==> src/rtl/decoder_scan_ctrl_pkg.sv <==
// Shared constants for the decoder scan controller: FSM states, sweep direction
// and the address range of the 3-to-8 decoder being scanned.
package scan_pkg;

    typedef enum logic [1:0] {
        ST_IDLE  = 2'd0,
        ST_BLANK = 2'd1,
        ST_DRIVE = 2'd2
    } scan_state_t;

    localparam logic DIR_UP   = 1'b0;
    localparam logic DIR_DOWN = 1'b1;

    localparam logic [2:0] ADDR_FIRST = 3'd0;
    localparam logic [2:0] ADDR_LAST  = 3'd7;

    // The address a sweep begins on for a given direction.
    function automatic logic [2:0] start_addr(input logic dir);
        return (dir == DIR_DOWN) ? ADDR_LAST : ADDR_FIRST;
    endfunction

    function automatic logic [2:0] end_addr(input logic dir);
        return (dir == DIR_DOWN) ? ADDR_FIRST : ADDR_LAST;
    endfunction

    // 3-bit arithmetic makes the wrap 7->0 / 0->7 identical to a normal step.
    function automatic logic [2:0] step_addr(input logic [2:0] addr, input logic dir);
        return (dir == DIR_UP) ? addr + 3'd1 : addr - 3'd1;
    endfunction

endpackage

==> src/rtl/decoder_scan_ctrl_if.sv <==
// Control/status bundle between a scan requester and the decoder scan controller,
// including the A/E lines that feed the 3-to-8 decoder.
interface decoder_scan_ctrl_if #(
    parameter int DWELL_W = 8
);
    logic               start;
    logic               stop;
    logic               oneshot;
    logic               dir;
    logic [DWELL_W-1:0] dwell;
    logic [2:0]         A;
    logic               E;
    logic               busy;
    logic               done;
    logic               wrap;

    modport master (
        output start, stop, oneshot, dir, dwell,
        input  A, E, busy, done, wrap
    );

    modport slave (
        input  start, stop, oneshot, dir, dwell,
        output A, E, busy, done, wrap
    );
endinterface

==> src/rtl/decoder_scan_ctrl_timer.sv <==
// Loadable saturating down-counter; zero is high once the count has run out.
// Used both for the per-address dwell time and for the blanking gap.
module dwell_timer #(
    parameter int W = 8
) (
    input  logic         clk,
    input  logic         rst_n,
    input  logic         load,
    input  logic [W-1:0] value,
    output logic         zero
);

    logic [W-1:0] count;

    // Counting stops at zero so an idle timer never underflows.
    always_ff @(posedge clk or negedge rst_n) begin
        if (!rst_n) begin
            count <= '0;
        end else if (load) begin
            count <= value;
        end else if (count != '0) begin
            count <= count - W'(1);
        end
    end

    assign zero = (count == '0);

endmodule

==> src/rtl/decoder_scan_ctrl.sv <==
// Address generator for a 3-to-8 decoder: sweeps A through all eight outputs,
// holding E high for a dwell time per address with an E=0 gap around every A change.
module decoder_scan_ctrl
    import scan_pkg::*;
#(
    parameter int DWELL_W   = 8,
    parameter int BLANK_CYC = 1
) (
    input  logic             clk,
    input  logic             rst_n,
    decoder_scan_ctrl_if.slave bus
);

    // An out-of-range gap is clamped to what the 4-bit blank counter can express.
    localparam int BLANK_EFF = (BLANK_CYC < 1) ? 1 : ((BLANK_CYC > 15) ? 15 : BLANK_CYC);

    scan_state_t        state;
    logic               oneshot_lat;
    logic               dir_lat;
    logic [DWELL_W-1:0] dwell_lat;
    logic [2:0]         addr;
    logic               enable;
    logic               busy_r;
    logic               done_r;
    logic               wrap_r;

    logic               start_go;
    logic               at_last;
    logic               drive_end;
    logic               load_blank;
    logic               load_dwell;
    logic               blank_zero;
    logic               dwell_zero;
    logic [DWELL_W-1:0] dwell_load_val;
    logic [3:0]         blank_load_val;

    // Timers are loaded with (length - 1) so that the zero flag marks the final
    // cycle of a phase; a dwell of 0 therefore behaves exactly like a dwell of 1.
    always_comb begin
        start_go       = (state == ST_IDLE) && bus.start && !bus.stop;
        at_last        = (addr == end_addr(dir_lat));
        drive_end      = (state == ST_DRIVE) && dwell_zero && !bus.stop;
        load_blank     = start_go || (drive_end && !(at_last && oneshot_lat));
        load_dwell     = (state == ST_BLANK) && blank_zero && !bus.stop;
        dwell_load_val = (dwell_lat == '0) ? '0 : dwell_lat - DWELL_W'(1);
        blank_load_val = 4'(BLANK_EFF - 1);
    end

    dwell_timer #(
        .W(4)
    ) u_blank_timer (
        .clk  (clk),
        .rst_n(rst_n),
        .load (load_blank),
        .value(blank_load_val),
        .zero (blank_zero)
    );

    dwell_timer #(
        .W(DWELL_W)
    ) u_dwell_timer (
        .clk  (clk),
        .rst_n(rst_n),
        .load (load_dwell),
        .value(dwell_load_val),
        .zero (dwell_zero)
    );

    // Stop overrides everything; A is only ever stepped on an edge that also
    // drops E, so the decoder never sees an address change while enabled.
    always_ff @(posedge clk or negedge rst_n) begin
        if (!rst_n) begin
            state       <= ST_IDLE;
            oneshot_lat <= 1'b0;
            dir_lat     <= DIR_UP;
            dwell_lat   <= '0;
            addr        <= ADDR_FIRST;
            enable      <= 1'b0;
            busy_r      <= 1'b0;
            done_r      <= 1'b0;
            wrap_r      <= 1'b0;
        end else begin
            done_r <= 1'b0;
            wrap_r <= 1'b0;
            if (bus.stop) begin
                state  <= ST_IDLE;
                enable <= 1'b0;
                busy_r <= 1'b0;
            end else begin
                unique case (state)
                    ST_IDLE: begin
                        enable <= 1'b0;
                        if (start_go) begin
                            oneshot_lat <= bus.oneshot;
                            dir_lat     <= bus.dir;
                            dwell_lat   <= bus.dwell;
                            addr        <= start_addr(bus.dir);
                            state       <= ST_BLANK;
                            busy_r      <= 1'b1;
                        end
                    end
                    ST_BLANK: begin
                        if (blank_zero) begin
                            state  <= ST_DRIVE;
                            enable <= 1'b1;
                        end
                    end
                    ST_DRIVE: begin
                        if (dwell_zero) begin
                            enable <= 1'b0;
                            if (at_last && oneshot_lat) begin
                                state  <= ST_IDLE;
                                busy_r <= 1'b0;
                                done_r <= 1'b1;
                            end else begin
                                addr   <= step_addr(addr, dir_lat);
                                state  <= ST_BLANK;
                                wrap_r <= at_last;
                            end
                        end
                    end
                    default: begin
                        state  <= ST_IDLE;
                        enable <= 1'b0;
                        busy_r <= 1'b0;
                    end
                endcase
            end
        end
    end

    assign bus.A    = addr;
    assign bus.E    = enable;
    assign bus.busy = busy_r;
    assign bus.done = done_r;
    assign bus.wrap = wrap_r;

endmodule

==> src/flat_wrapper.sv <==
// flat-port wrapper written by rule: the top's interface ports become plain ports
module decoder_scan_ctrl_flat import scan_pkg::*;
#(
    parameter int DWELL_W   = 8,
    parameter int BLANK_CYC = 1
)
  (clk, rst_n, bus_start, bus_stop, bus_oneshot, bus_dir, bus_dwell, bus_A, bus_E, bus_busy, bus_done, bus_wrap);
  decoder_scan_ctrl_if #(.DWELL_W(DWELL_W)) bus_i ();
  input  logic clk;
  input  logic rst_n;
  input wire logic [$bits(bus_i.start)-1:0] bus_start;
  input wire logic [$bits(bus_i.stop)-1:0] bus_stop;
  input wire logic [$bits(bus_i.oneshot)-1:0] bus_oneshot;
  input wire logic [$bits(bus_i.dir)-1:0] bus_dir;
  input wire logic [$bits(bus_i.dwell)-1:0] bus_dwell;
  output wire logic [$bits(bus_i.A)-1:0] bus_A;
  output wire logic [$bits(bus_i.E)-1:0] bus_E;
  output wire logic [$bits(bus_i.busy)-1:0] bus_busy;
  output wire logic [$bits(bus_i.done)-1:0] bus_done;
  output wire logic [$bits(bus_i.wrap)-1:0] bus_wrap;
  assign bus_i.start = bus_start;
  assign bus_i.stop = bus_stop;
  assign bus_i.oneshot = bus_oneshot;
  assign bus_i.dir = bus_dir;
  assign bus_i.dwell = bus_dwell;
  assign bus_A = bus_i.A;
  assign bus_E = bus_i.E;
  assign bus_busy = bus_i.busy;
  assign bus_done = bus_i.done;
  assign bus_wrap = bus_i.wrap;
  decoder_scan_ctrl #(.DWELL_W(DWELL_W), .BLANK_CYC(BLANK_CYC)) u_core (.clk(clk), .rst_n(rst_n), .bus(bus_i));
endmodule
==> config.mk <==
export PLATFORM = sky130hd
export DESIGN_NAME = decoder_scan_ctrl_flat
export DESIGN_NICKNAME = d
export VERILOG_FILES = /design/src/rtl/decoder_scan_ctrl_pkg.sv /design/src/rtl/decoder_scan_ctrl_if.sv /design/src/rtl/decoder_scan_ctrl_timer.sv /design/src/rtl/decoder_scan_ctrl.sv /design/src/flat_wrapper.sv
export SDC_FILE = /design/constraint.sdc
export NUM_CORES = 1
export LEC_CHECK = 0
export CORE_ASPECT_RATIO = 0.6
export CORE_MARGIN = 2
export CORE_UTILIZATION = 59
export CTS_CLUSTER_SIZE = 24
export DETAILED_ROUTE_END_ITERATION = 12
export PLACE_DENSITY = 0.83
export SLEW_MARGIN = 10
export SYNTH_ARGS = -nofsm -noshare
export SYNTH_HDL_FRONTEND = slang
export SYNTH_HIERARCHICAL = 1
export SYNTH_SLANG_ARGS = --single-unit
==> constraint.sdc <==
create_clock -name clk -period 5.91 [get_ports clk]
set_input_delay 0.591 -clock clk [delete_from_list [all_inputs] [get_ports clk]]
set_output_delay 0.591 -clock clk [all_outputs]
set_load 0.005 [all_outputs]
-- Yosys cells after proc, flatten, opt, wreduce, memory -nomap -nowiden
Cells that the tools add are included.
- register bits after elaboration: 31
- memory bits (writable): 0
- output and inout port bits: 7
- input bits: 14
- memories kept: 0
- ROM bits: 0
- latch bits: 0
- $lt $le $gt $ge: 0
- equality and inequality tests: 11
- add/subtract/negate cells: 5
- shift-type cells: 0
- div/mod/pow operators: 0
- muxes and demuxes: 35
- reduce and logical (&&, ||, !) cells: 25
- bitwise operators: 1
- multipliers: 0
- operators by type and width (operator ; number):
    8-bit 2-to-1 mux ; 3
    3-bit 2-to-1 mux ; 6
    8-bit zero test ; 2
    1-bit 2-to-1 mux ; 16
    8-bit by 1-bit subtractor with 8-bit output (second input constant) ; 2
    3-bit by 2-bit inequality test with 1-bit output (second input constant) ; 3
    1-bit logical AND ; 8
    2-bit 2-to-1 mux ; 4
    4-bit 2-to-1 mux ; 2
    8-bit nonzero test ; 1
    2-bit case mux with 3 select lines ; 1
    3-bit case mux with 2 select lines ; 1
    3-bit AND reduction ; 2
    2-bit nonzero test ; 3
    5-bit AND reduction ; 1
    4-bit zero test ; 1
    2-bit by 1-bit inequality test with 1-bit output (second input constant) ; 2
    2-bit inequality test (second input constant) ; 2
    4-bit AND reduction ; 1
    4-bit nonzero test ; 1
    4-bit by 1-bit subtractor with 4-bit output (second input constant) ; 1
    3-bit by 1-bit adder with 3-bit output (second input constant) ; 1
    3-bit equality test ; 1
    3-bit inequality test (second input constant) ; 1
    10 further kinds ; 11

-- Logic depth before layout (Yosys ltp)
- depth after elaboration: 7
- gate-level depth with buffers: 9
- depth with buffers taken out: 7

-- Modules after synthesis
The synthesis kept the hierarchy.
- modules (own cells, without submodules) (module ; instances ; area each (µm²) ; cells an instance ; sequential area each (µm²)):
    decoder_scan_ctrl ; 1 ; 1109.8 ; 109 ; 475.5
    dwell_timer at u_core.u_dwell_timer ; 1 ; 476.7 ; 54 ; 200.2
    dwell_timer at u_core.u_blank_timer ; 1 ; 234.0 ; 22 ; 100.1

-- Worst setup path before layout
No wires, ideal clock.
- kind: register to register
- start: register u_core.u_dwell_timer.count[0]
- end: register u_core.u_blank_timer.count[3]
- stages on the path, launching flop included: 10
- buffers on the path: 2
- setup time: 0.126 ns
- setup slack: 3.473 ns
- data required time: 5.784 ns
- clock period less this slack: 2.437 ns
- arrival time: 2.311 ns
- cells stage by stage: dfrtp_1 > inv_1 > ha_1 > or3b_1 > clkbuf_2 > nor2_1 > a41o_4 > clkbuf_1 > nor3_1 > a221o_1
- cells in the longest elaborated chain, start to end: 6
- elaborated cells on any way between the ends: 7
- ends and longest elaborated chain (item ; RTL line ; RTL):
    start: declaration ; decoder_scan_ctrl_timer.sv:13 ; logic [W-1:0] count;
    start signal: assignment ; decoder_scan_ctrl_timer.sv:20 ; count <= value;
    start signal: assignment ; decoder_scan_ctrl_timer.sv:22 ; count <= count - W'(1);
    8-bit zero test * ; decoder_scan_ctrl_timer.sv:26 ; assign zero = (count == '0);
    via u_core.dwell_zero ; decoder_scan_ctrl.sv:33 ; logic dwell_zero;
    1-bit logical AND * (2 in a row) ; decoder_scan_ctrl.sv:42 ; drive_end = (state == ST_DRIVE) && dwell_zero && !bus.stop;
    1-bit logical AND * ; decoder_scan_ctrl.sv:43 ; load_blank = start_go || (drive_end && !(at_last && oneshot_lat));
    1-bit logical OR * ; decoder_scan_ctrl.sv:43 ;
    via u_core.load_blank ; decoder_scan_ctrl.sv:30 ; logic load_blank;
    4-bit 2-to-1 mux or 2-bit nonzero test (tied branches) ; -- ;
    end signal: assignment ; decoder_scan_ctrl_timer.sv:20 ;
    end signal: assignment ; decoder_scan_ctrl_timer.sv:22 ;
    end: declaration ; decoder_scan_ctrl_timer.sv:13 ;
The timed path passes the listed nets; every way through them passes the cells marked *.
A chain may end at the register's enable or synchronous reset.

-- Worst setup path in the final report
Ends and elaborated chain as after synthesis.

==> summary.txt <==
Worst setup path
  • WP data required: 6.08 ns
  • Crit path capture type: flop
  • Worst EP arrival: 2.70 ns
  • Critical path class: reg -> reg
  • R2R depth: 7
  • CP startpoint kind: flop
  • Worst-path fanout max: 11

Global routing
  • First-pass GRT wire length: approximately 6300 um
  • Largest net degree at the start of global routing: 32
  • Vias in the first global route: around 1300
  • Grt ovf: 0
  • Antenna violations before repair: 0
  • GRT Util Overall: 0.248

Yosys
  • Number of flops mapped to enable cells by yosys: 0
  • Synth top area cells: dfrtp_1, mux2_2, nor2_1
  • Warnings from Yosys: 6
  • Synth unique cells: between 50 and 60
  • Most instantiated library cell after synthesis: dfrtp_1
  • Mapped Cells: 185
  • Yosys top cell area share: 0.426
  • Number of synthesized register bits: 31
  • Area leader, netlist: dfrtp_1
  • Ys async rst share: 1.00
  • Seq/Total Area, Yosys: 0.426
  • Cell Area, Synth: 1820 um^2
  • Syn avg cell area: 9.84 um^2
  • Synth cell count leaders: dfrtp_1, nor2_1, inv_1, nand2_1, mux2_2
  • Predominant post-synthesis flop cell: dfrtp_1

Timing
  • RSZ-0062 raised after global routing: no
  • Worst Max-Slew Pin Slew: 0.631 ns
  • Final period util: 0.428
  • Slew headroom: 0.578
  • Final min period: 2.53 ns
  • Setup violations, final: 0
  • Final Hold Fails: 0
  • Fmax: 395 MHz
  • Clk_skew: 0.00314 ns
  • Setup_tns: 0 ns
  • Slew Viols, Final: 0

Detailed routing
  • Pre-antenna DRT Iters: 4
  • Avg WL per Cell: 15.7 um
  • DRC viols: 0
  • Vias after detailed routing: 1471
  • Via density: 5.84
  • Final ANT Viol Nets: 0
  • Detailed router's first-iteration violation count: 211
  • WL final: 3960 um

Min path
  • HP Class: reg -> reg
  • Hold Path Depth: 1

Placed design
  • Post-DP Area: 2060 um^2
  • RD Place Congestion: around 0.84
  • # placed instances: 246
  • IO Port Bufs: 20
  • Post-detail-place hpwl: between 2000 and 3000 um

Layout
  • Share of cells above drive strength 1: 0.114
  • N_diodes: 0
  • Synth-to-Final Area Change: 17.4%
  • Post-Layout Cell Count: 252
  • Finished Core Util: 0.735
  • Filler Cells Inserted: 209
  • Post-route cell area: 2140 um^2
  • Register area: roughly 780 um^2
  • Layout net count: 231
  • Multi-input gate area: 980 um^2

CTS
  • Cts repair resizes: 0
  • Maximum clock path buffer count: 2
  • Reg clk slew, reported paths: approximately 0.060 ns
  • Clock Latency Late Sink: 0.28 ns
  • Post-CTS Setup Bufs: 0
  • Clock root cell: clkbuf_8
  • CTS tree: done
  • CTS Hold Bufs: 0
  • Clk sink count: 31
  • Clock H-tree levels: 2
  • CTS Buf Count: 5

Floorplanning
  • Starting density of the core: 0.626
  • DIE AREA: 3560 um^2
  • Core Box Area: 2910 um^2
  • Die Ht: 47.0 um
  • FP Rows: 15
  • I/O pin cnt: 21
  • Die X-Extent: between 70 and 80 um

Flow run
  • Max-cap viol count: 0

Outcome
  • Outcome: completed

Power and ir drop
  • PD cells: 429 nW/um^2
  • VDD IR-drop max: around 0.24 mV
  • Pleak: 0.000876 uW
[cell usage in the layout (no fill, tap or decap), types with 3 or more instances in the layout]
cell type        netlist  layout
dfrtp_1               31      31
clkdlybuf4s50_1        0      20
nor2_1                20      20
inv_1                 13      13
nand2_1               13      13
mux2_2                10      10
a21oi_1                9       9
o21ai_0                8       8
nor3_1                 7       7
xnor2_1                6       6
clkbuf_8               0       5
ha_1                   5       5
nand3_1                4       4
conb_1                 1       4
nor3b_1                3       3
mux2i_1                3       3
nor2b_1                3       3
nand2b_1               3       3
o31ai_1                3       3
[path summary, 6_finish.rpt]
kind                                                     from                       endpoint  slack [ns]
max in group asynchronous                               rst_n  u_core/u_dwell_timer/count[7]        4.93
min in group asynchronous                               rst_n            u_core/dwell_lat[2]        0.69
worst min register to register             u_core/oneshot_lat                u_core/bus.wrap        0.48
worst max-delay path            u_core/u_dwell_timer/count[0]  u_core/u_blank_timer/count[3]        3.38
worst max register to register  u_core/u_dwell_timer/count[0]  u_core/u_blank_timer/count[3]        3.38
worst min-delay path                       u_core/oneshot_lat                u_core/bus.wrap        0.48
[per-layer routing]
| metal | GRT usage | routed length, um | vias up |
|---|---|---|---|
| met1 | 0.346 | 1910 | 700 |
| met3 | 0.0665 | 278 | 11 |
| met4 | 0.105 | 78 | 0 |
| li1 | - | - | 700 |
| met5 | 0 | 0 | - |
| met2 | 0.370 | 1700 | 60 |
[registers in the layout, indices dropped and copies added, names as in the netlist]
signal,cells
u_core/dir_lat,1
u_core/bus.A,3
u_core/dwell_lat,8
u_core/u_dwell_timer/count,8
u_core/bus.wrap,1
u_core/state,2
u_core/bus.busy,1
u_core/u_blank_timer/count,4
u_core/bus.E,1
u_core/oneshot_lat,1
u_core/bus.done,1
[critical path, cell delays in order (launching register included)]
cell     delay (ns)
dfrtp_1        0.41
inv_1          0.10
ha_1           0.21
or3b_1         0.48
nor2_1         0.42
a41o_4         0.39
nor3_1         0.08
a221o_1        0.32
[cells by family (layout without fill, tap and decap cells)]
family	after synthesis	in the layout	synth area share
buf+inv	18	40	0.0419
other cells	1	4	0.00206
mux	15	15	0.0948
fa+ha+maj	6	6	0.0454
simple gates	71	71	0.219
xor+xnor	6	6	0.0289
compound gates	37	37	0.142
flops	31	31	0.426
[per-stage QoR]
stage	hold WS, ns	worst slack (ns)	power, uW
CTS	0.484	3.43	911
finish	0.485	3.38	917
detailed placement	0.475	3.35	755
floorplan	0.295	3.47	644
global route	0.517	3.31	975
global placement	0.465	3.48	723
[where the power goes]
part,switching [uW],internal [uW],total [uW]
sequential,101,288,389
combinational,182,196,379
clock,71.7,78.2,150
total,355,562,917
[final cells by class]
class                      count  share of cell area
sequential                    31               0.363
tap                           42              0.0246
timing repair buffer          21              0.0972
inverter                      13              0.0228
clock buffer                   6              0.0340
multi-input combinational    139               0.458
(Power assumes the default switching activity.)
